===== src/rtl/bin_to_bcd_seq_if.sv =====
// Handshake bundle for the sequential binary-to-BCD converter.
// The master issues start/bin_in, and the slave (converter) returns status and the result.
interface bin_to_bcd_seq_if #(
   parameter int BIN_W  = 16,
   parameter int DIGITS = 8
) ();
   logic                  start;
   logic [BIN_W-1:0]      bin_in;
   logic                  busy;
   logic                  done;
   logic [4*DIGITS-1:0]   bcd_out;
   logic                  overflow;

   modport master (
      output start, bin_in,
      input  busy, done, bcd_out, overflow
   );

   modport slave (
      input  start, bin_in,
      output busy, done, bcd_out, overflow
   );
endinterface


===== src/rtl/bin_to_bcd_seq.sv =====
// Shift-and-add-3 binary-to-BCD converter that processes one input bit per clock.
// The result sits in a holding register and changes only when done pulses.
module bin_to_bcd_seq #(
   parameter int BIN_W  = 16,
   parameter int DIGITS = 8
) (
   input  logic              clk,
   input  logic              rst,
   bin_to_bcd_seq_if.slave   bus
);
   localparam int BCD_W = 4 * DIGITS;
   localparam int CNT_W = $clog2(BIN_W + 1);

   typedef enum logic [1:0] {IDLE, SHIFT, FINISH} state_t;

   state_t             state_q, state_d;
   logic [BIN_W-1:0]   shift_q, shift_d;
   logic [BCD_W-1:0]   scratch_q, scratch_d;
   logic [CNT_W-1:0]   cnt_q, cnt_d;
   logic               sticky_q, sticky_d;
   logic               busy_q, busy_d;
   logic               done_q, done_d;
   logic [BCD_W-1:0]   bcd_q, bcd_d;
   logic               ovf_q, ovf_d;
   logic [BCD_W-1:0]   corrected;

   // Each digit is corrected independently, before the shift.
   always_comb begin
      corrected = scratch_q;
      for (int i = 0; i < DIGITS; i++) begin
         if (scratch_q[4*i +: 4] >= 4'd5) begin
            corrected[4*i +: 4] = scratch_q[4*i +: 4] + 4'd3;
         end
      end
   end

   always_comb begin
      state_d   = state_q;
      shift_d   = shift_q;
      scratch_d = scratch_q;
      cnt_d     = cnt_q;
      sticky_d  = sticky_q;
      busy_d    = busy_q;
      done_d    = 1'b0;
      bcd_d     = bcd_q;
      ovf_d     = ovf_q;
      case (state_q)
         IDLE: begin
            if (bus.start) begin
               shift_d   = bus.bin_in;
               scratch_d = '0;
               sticky_d  = 1'b0;
               cnt_d     = CNT_W'(BIN_W);
               busy_d    = 1'b1;
               state_d   = SHIFT;
            end
         end
         SHIFT: begin
            // A set top bit would carry into a digit that does not exist, so record overflow.
            if (corrected[BCD_W-1]) begin
               sticky_d = 1'b1;
            end
            scratch_d = {corrected[BCD_W-2:0], shift_q[BIN_W-1]};
            shift_d   = shift_q << 1;
            cnt_d     = cnt_q - CNT_W'(1);
            if (cnt_q == CNT_W'(1)) begin
               state_d = FINISH;
            end
         end
         FINISH: begin
            bcd_d   = scratch_q;
            ovf_d   = sticky_q;
            done_d  = 1'b1;
            busy_d  = 1'b0;
            state_d = IDLE;
         end
         default: begin
            state_d = IDLE;
         end
      endcase
   end

   always_ff @(posedge clk) begin
      if (rst) begin
         state_q   <= IDLE;
         shift_q   <= '0;
         scratch_q <= '0;
         cnt_q     <= '0;
         sticky_q  <= 1'b0;
         busy_q    <= 1'b0;
         done_q    <= 1'b0;
         bcd_q     <= '0;
         ovf_q     <= 1'b0;
      end else begin
         state_q   <= state_d;
         shift_q   <= shift_d;
         scratch_q <= scratch_d;
         cnt_q     <= cnt_d;
         sticky_q  <= sticky_d;
         busy_q    <= busy_d;
         done_q    <= done_d;
         bcd_q     <= bcd_d;
         ovf_q     <= ovf_d;
      end
   end

   assign bus.busy     = busy_q;
   assign bus.done     = done_q;
   assign bus.bcd_out  = bcd_q;
   assign bus.overflow = ovf_q;
endmodule


===== src/flat_wrapper.sv =====
// flat-port wrapper written by rule: the top's interface ports become plain ports
module bin_to_bcd_seq_flat 
#(
   parameter int BIN_W  = 16,
   parameter int DIGITS = 8
)
  (clk, rst, bus_start, bus_bin_in, bus_busy, bus_done, bus_bcd_out, bus_overflow);
  bin_to_bcd_seq_if #(.BIN_W(BIN_W), .DIGITS(DIGITS)) bus_i ();
  input  logic clk;
  input  logic rst;
  input wire logic [$bits(bus_i.start)-1:0] bus_start;
  input wire logic [$bits(bus_i.bin_in)-1:0] bus_bin_in;
  output wire logic [$bits(bus_i.busy)-1:0] bus_busy;
  output wire logic [$bits(bus_i.done)-1:0] bus_done;
  output wire logic [$bits(bus_i.bcd_out)-1:0] bus_bcd_out;
  output wire logic [$bits(bus_i.overflow)-1:0] bus_overflow;
  assign bus_i.start = bus_start;
  assign bus_i.bin_in = bus_bin_in;
  assign bus_busy = bus_i.busy;
  assign bus_done = bus_i.done;
  assign bus_bcd_out = bus_i.bcd_out;
  assign bus_overflow = bus_i.overflow;
  bin_to_bcd_seq #(.BIN_W(BIN_W), .DIGITS(DIGITS)) u_core (.clk(clk), .rst(rst), .bus(bus_i));
endmodule

===== config.mk =====
export PLATFORM = sky130hd
export DESIGN_NAME = bin_to_bcd_seq_flat
export DESIGN_NICKNAME = d
export VERILOG_FILES = /design/src/rtl/bin_to_bcd_seq_if.sv /design/src/rtl/bin_to_bcd_seq.sv /design/src/flat_wrapper.sv
export SDC_FILE = /design/constraint.sdc
export NUM_CORES = 1
export LEC_CHECK = 0
export ABC_AREA = 1
export CAP_MARGIN = 10
export CORE_MARGIN = 2
export CORE_UTILIZATION = 55
export DETAILED_ROUTE_END_ITERATION = 10
export PLACE_DENSITY = 0.85
export RECOVER_POWER = 25
export SLEW_MARGIN = 0
export SYNTH_ARGS = -nofsm -noshare
export SYNTH_HDL_FRONTEND = slang
export SYNTH_SLANG_ARGS = --single-unit

===== constraint.sdc =====
create_clock -name clk -period 1.5 [get_ports clk]
set_input_delay 0.225 -clock clk [delete_from_list [all_inputs] [get_ports clk]]
set_output_delay 0.225 -clock clk [all_outputs]
set_load 0.05 [all_outputs]

==> impl_metrics.env <==
export IMPL_max_stage_delay_ns=0.34
export IMPL_timing_final_crit_period_ns=1.38
export IMPL_wirelength_um=9900
export IMPL_syn_area_per_cell_um2=7.30
export IMPL_drc=0
export IMPL_dieWidth_um=89.9
export IMPL_crit_chain="inv_1 > ha_1 > inv_1 > nand2_1 > nand3_1 > nand2_1 > nand3_1 > a21oi_1"
export IMPL_first_global_vias=3832
export IMPL_fin_hold_ws_ns=0.444
export IMPL_worstPathArrival_ns=1.67
export IMPL_grt_max_degree=42
export IMPL_syn_instance_count=556
export IMPL_grt_pass1_wl_um=17200
export IMPL_detail_route_antenna_nets=0
export IMPL_status="finished clean"
export IMPL_synth_top_area_cell="dfxtp_1"
export IMPL_total_leakage_power_uw=0.00218
export IMPL_wire_per_inst_um=13.7
export IMPL_setup_ws_ns=0.119
export IMPL_ctsHoldBuffers=0
export IMPL_ios=54
export IMPL_cp_startpoint="u_core.scratch_q[12]"
export IMPL_placed_area_um2=4750
export IMPL_max_freq_ghz=0.724
export IMPL_r2r_end="u_core.scratch_q[14]"
export IMPL_worstMarginPinSlew_ns=0.368
export IMPL_firstDrtPassIters=5
export IMPL_coreArea_um2=7210
export IMPL_relSlewSlack=0.753
export IMPL_cts_buffers_inserted=9
export IMPL_drt_iter0_markers=197
export IMPL_diodes=0
export IMPL_worstPathMaxFanout=5
export IMPL_hold_depth=3
export IMPL_worstHoldPathType="in2reg"
export IMPL_place_ws_ns=-0.0677
export IMPL_irDropWorstVdd_v=0.000628
export IMPL_timing_final_crit_share=0.921
export IMPL_die_y_um=89.9
export IMPL_critical_path_endpoint="u_core.scratch_q[14]"
export IMPL_reg2reg_from="u_core.scratch_q[12]"
export IMPL_fin_worst_skew_ns=0.00762
export IMPL_dp_hpwl_um=6780
export IMPL_viasPerCell=5.48
export IMPL_required_ns=1.79
export IMPL_antenna_found_initial=0
export IMPL_path_class="reg2reg"
export IMPL_die_area_um2=8090
export IMPL_p_comb_frac=0.119
export IMPL_vias=3948
export IMPL_cts_max_level=3
export IMPL_drive_gt1_frac=0.145
export IMPL_synth_area_leaders="dfxtp_1 45%, nand2_1 12%, a21oi_1 7.3%"
export IMPL_ys_warn_count=0
export IMPL_grt_ovfl_total=0
export IMPL_drv_cap=0
export IMPL_crit_path_end_kind="flop"
export IMPL_cts_tree="done"
export IMPL_worstSkewPairLatency_ns=0.35
export IMPL_final_hold_violation_count=0
export IMPL_start_util=0.563
export IMPL_track_usage=0.253
export IMPL_synth_fp_nets=593
export IMPL_num_fill_cells=621
export IMPL_yosysUniqueCellTypes=26
export IMPL_clock_sinks=91
export IMPL_netSwitchingPower_uw=1260
export IMPL_synth_area_um2=4060
export IMPL_ys_ff_latch=91
export IMPL_gp_congestion=0.829
export IMPL_rows=31
export IMPL_p_clk_frac=0.397
export IMPL_clk_pin_slew_ns=0.09
export IMPL_reg2reg_depth=8
export IMPL_intPower_uw=3970
export IMPL_timing_reg2reg_setup_slack_ns=0.12
export IMPL_critPathLaunchType="flop"
export IMPL_p_sw_frac=0.241
export IMPL_nets=654
export IMPL_power_density_nw_per_um2=1060
export IMPL_power_frac_seq=0.485
export IMPL_final_area_um2=4950
export IMPL_clockRootBuffer="clkbuf_8"
export IMPL_clockBufferDepth=2
export IMPL_areaGrowthSynthToFinish_pct=21.9
export IMPL_port_buffers=53
export IMPL_synth_seq_area_share=0.449
export IMPL_post_route_util=0.686
export IMPL_finalSetupViolations=0
export IMPL_synthDominantCellAreaShare=0.449
export IMPL_slowest_stage="dfxtp_2"
export IMPL_maxSlewViolCount=0
## metal layers
metal,global-route usage,vias up,share of wire
met1,0.306,1824,0.42
li1,-,1964,-
met4,0.105,0,0.022
met2,0.457,138,0.51
met5,0,-,0
met3,0.0302,22,0.045
## layout make-up
class                      count  area [um2]  share of cell area
clock buffer                  12         165              0.0334
clock inverter                 4        95.1              0.0192
inverter                      52         198              0.0399
multi-input combinational    390        1960               0.396
sequential                    91        1830               0.369
tap                           99         124              0.0250
timing repair buffer          73         578               0.117
## how the worst min path moves through the flow
stage                           start                  to  slack [ns]
finish                 bus_bin_in[10]  u_core.shift_q[10]        0.44
floorplan               bus_bin_in[0]   u_core.shift_q[0]        0.36
detailed placement  u_core.shift_q[0]   u_core.shift_q[0]        0.44
global route            bus_bin_in[3]   u_core.shift_q[3]        0.45
CTS                     bus_bin_in[3]   u_core.shift_q[3]        0.44
global placement    u_core.shift_q[0]   u_core.shift_q[0]        0.43
## placed cells by master, fill, tap and decap left out
cell type          n
dfxtp_2            6
clkinv_1           1
bufinv_16          3
o31ai_1            1
clkbuf_8          12
a21oi_1           59
inv_2              4
a22oi_1            8
buf_4             19
o21ai_0           48
buf_12             5
nor2_4             2
nor3_1             2
nor4_1             1
clkbuf_2          31
nand2_1          126
clkdlybuf4s50_1   18
nand3_2            2
inv_4              1
o211ai_1           7
inv_1             46
nor2_1            51
xor2_1             1
nand2_2            2
o22ai_1            1
clkinv_2           1
a31oi_1            4
nand4_1           14
ha_1              18
nor2_2             2
o21ai_1            2
dfxtp_1           85
nand3_1           39
## logic make-up (layout without fill, tap and decap cells)
| logic type | Yosys count | after routing | share of synthesized area |
|---|---|---|---|
| buffers and inverters | 75 | 141 | 0.0730 |
| and+or+nand+nor | 241 | 241 | 0.249 |
| adders and majority gates | 18 | 18 | 0.0555 |
| AOI/OAI and AO/OA | 130 | 130 | 0.172 |
| DFF | 91 | 91 | 0.449 |
| xor gates and xnor gates | 1 | 1 | 0.00216 |
## power by group through the flow
stage / Sequential (uW) / Combinational, uW / Clock (uW)
5_1_grt: 2550 / 682 / 2190
4_1_cts: 2540 / 628 / 2090
3_5_place_dp: 2590 / 623 / 0
3_3_place_gp: 2590 / 606 / 0
6_report: 2540 / 622 / 2080
2_1_floorplan: 2650 / 289 / 0
## cells in the mapped netlist, drive strengths merged
library cell and number:
o211ai 7, inv 51, nand4 14, nor4 1, o21ai 50, clkbuf 10, o22ai 1, a21oi 59
buf 13, nor2 55, o31ai 1, nor3 2, nand3 41, nand2 128, a22oi 8, xor2 1
dfxtp 91, ha 18, clkinv 1, a31oi 4
## sequential cells by signal (all words and copies together) (netlist names)
name	count
u_core.bus.bcd_out	32
u_core.bus.busy	1
u_core.bus.done	1
u_core.bus.overflow	1
u_core.cnt_q	5
u_core.scratch_q	32
u_core.shift_q	16
u_core.state_q	2
u_core.sticky_q	1
## repair_timing
action                                  4_1_cts  5_1_grt
hold endpoints to repair                      0        0
endpoints found under the setup margin        0        8
resized for setup                             0       12
setup buffers                                 0        0
## worst max-delay path: cells and delay by family, from the launching register on
kind	cells	cell delay [ns]
AOI/OAI and AO/OA	1	0.14
adders and majority gates	1	0.20
buffers and inverters	2	0.22
DFF	1	0.34
and+or+nand+nor	4	0.41
## stage by stage
stage / TNS (ns) / std cells / total power [uW]
2_1_floorplan: 0 / 556 / 2940
3_3_place_gp: 0 / 705 / 3200
3_5_place_dp: -0.669 / 705 / 3220
4_1_cts: 0 / 721 / 5260
5_1_grt: -0.00466 / 721 / 5420
6_report: 0 / 721 / 5240
Note: power is estimated with default switching activity, not from simulation.
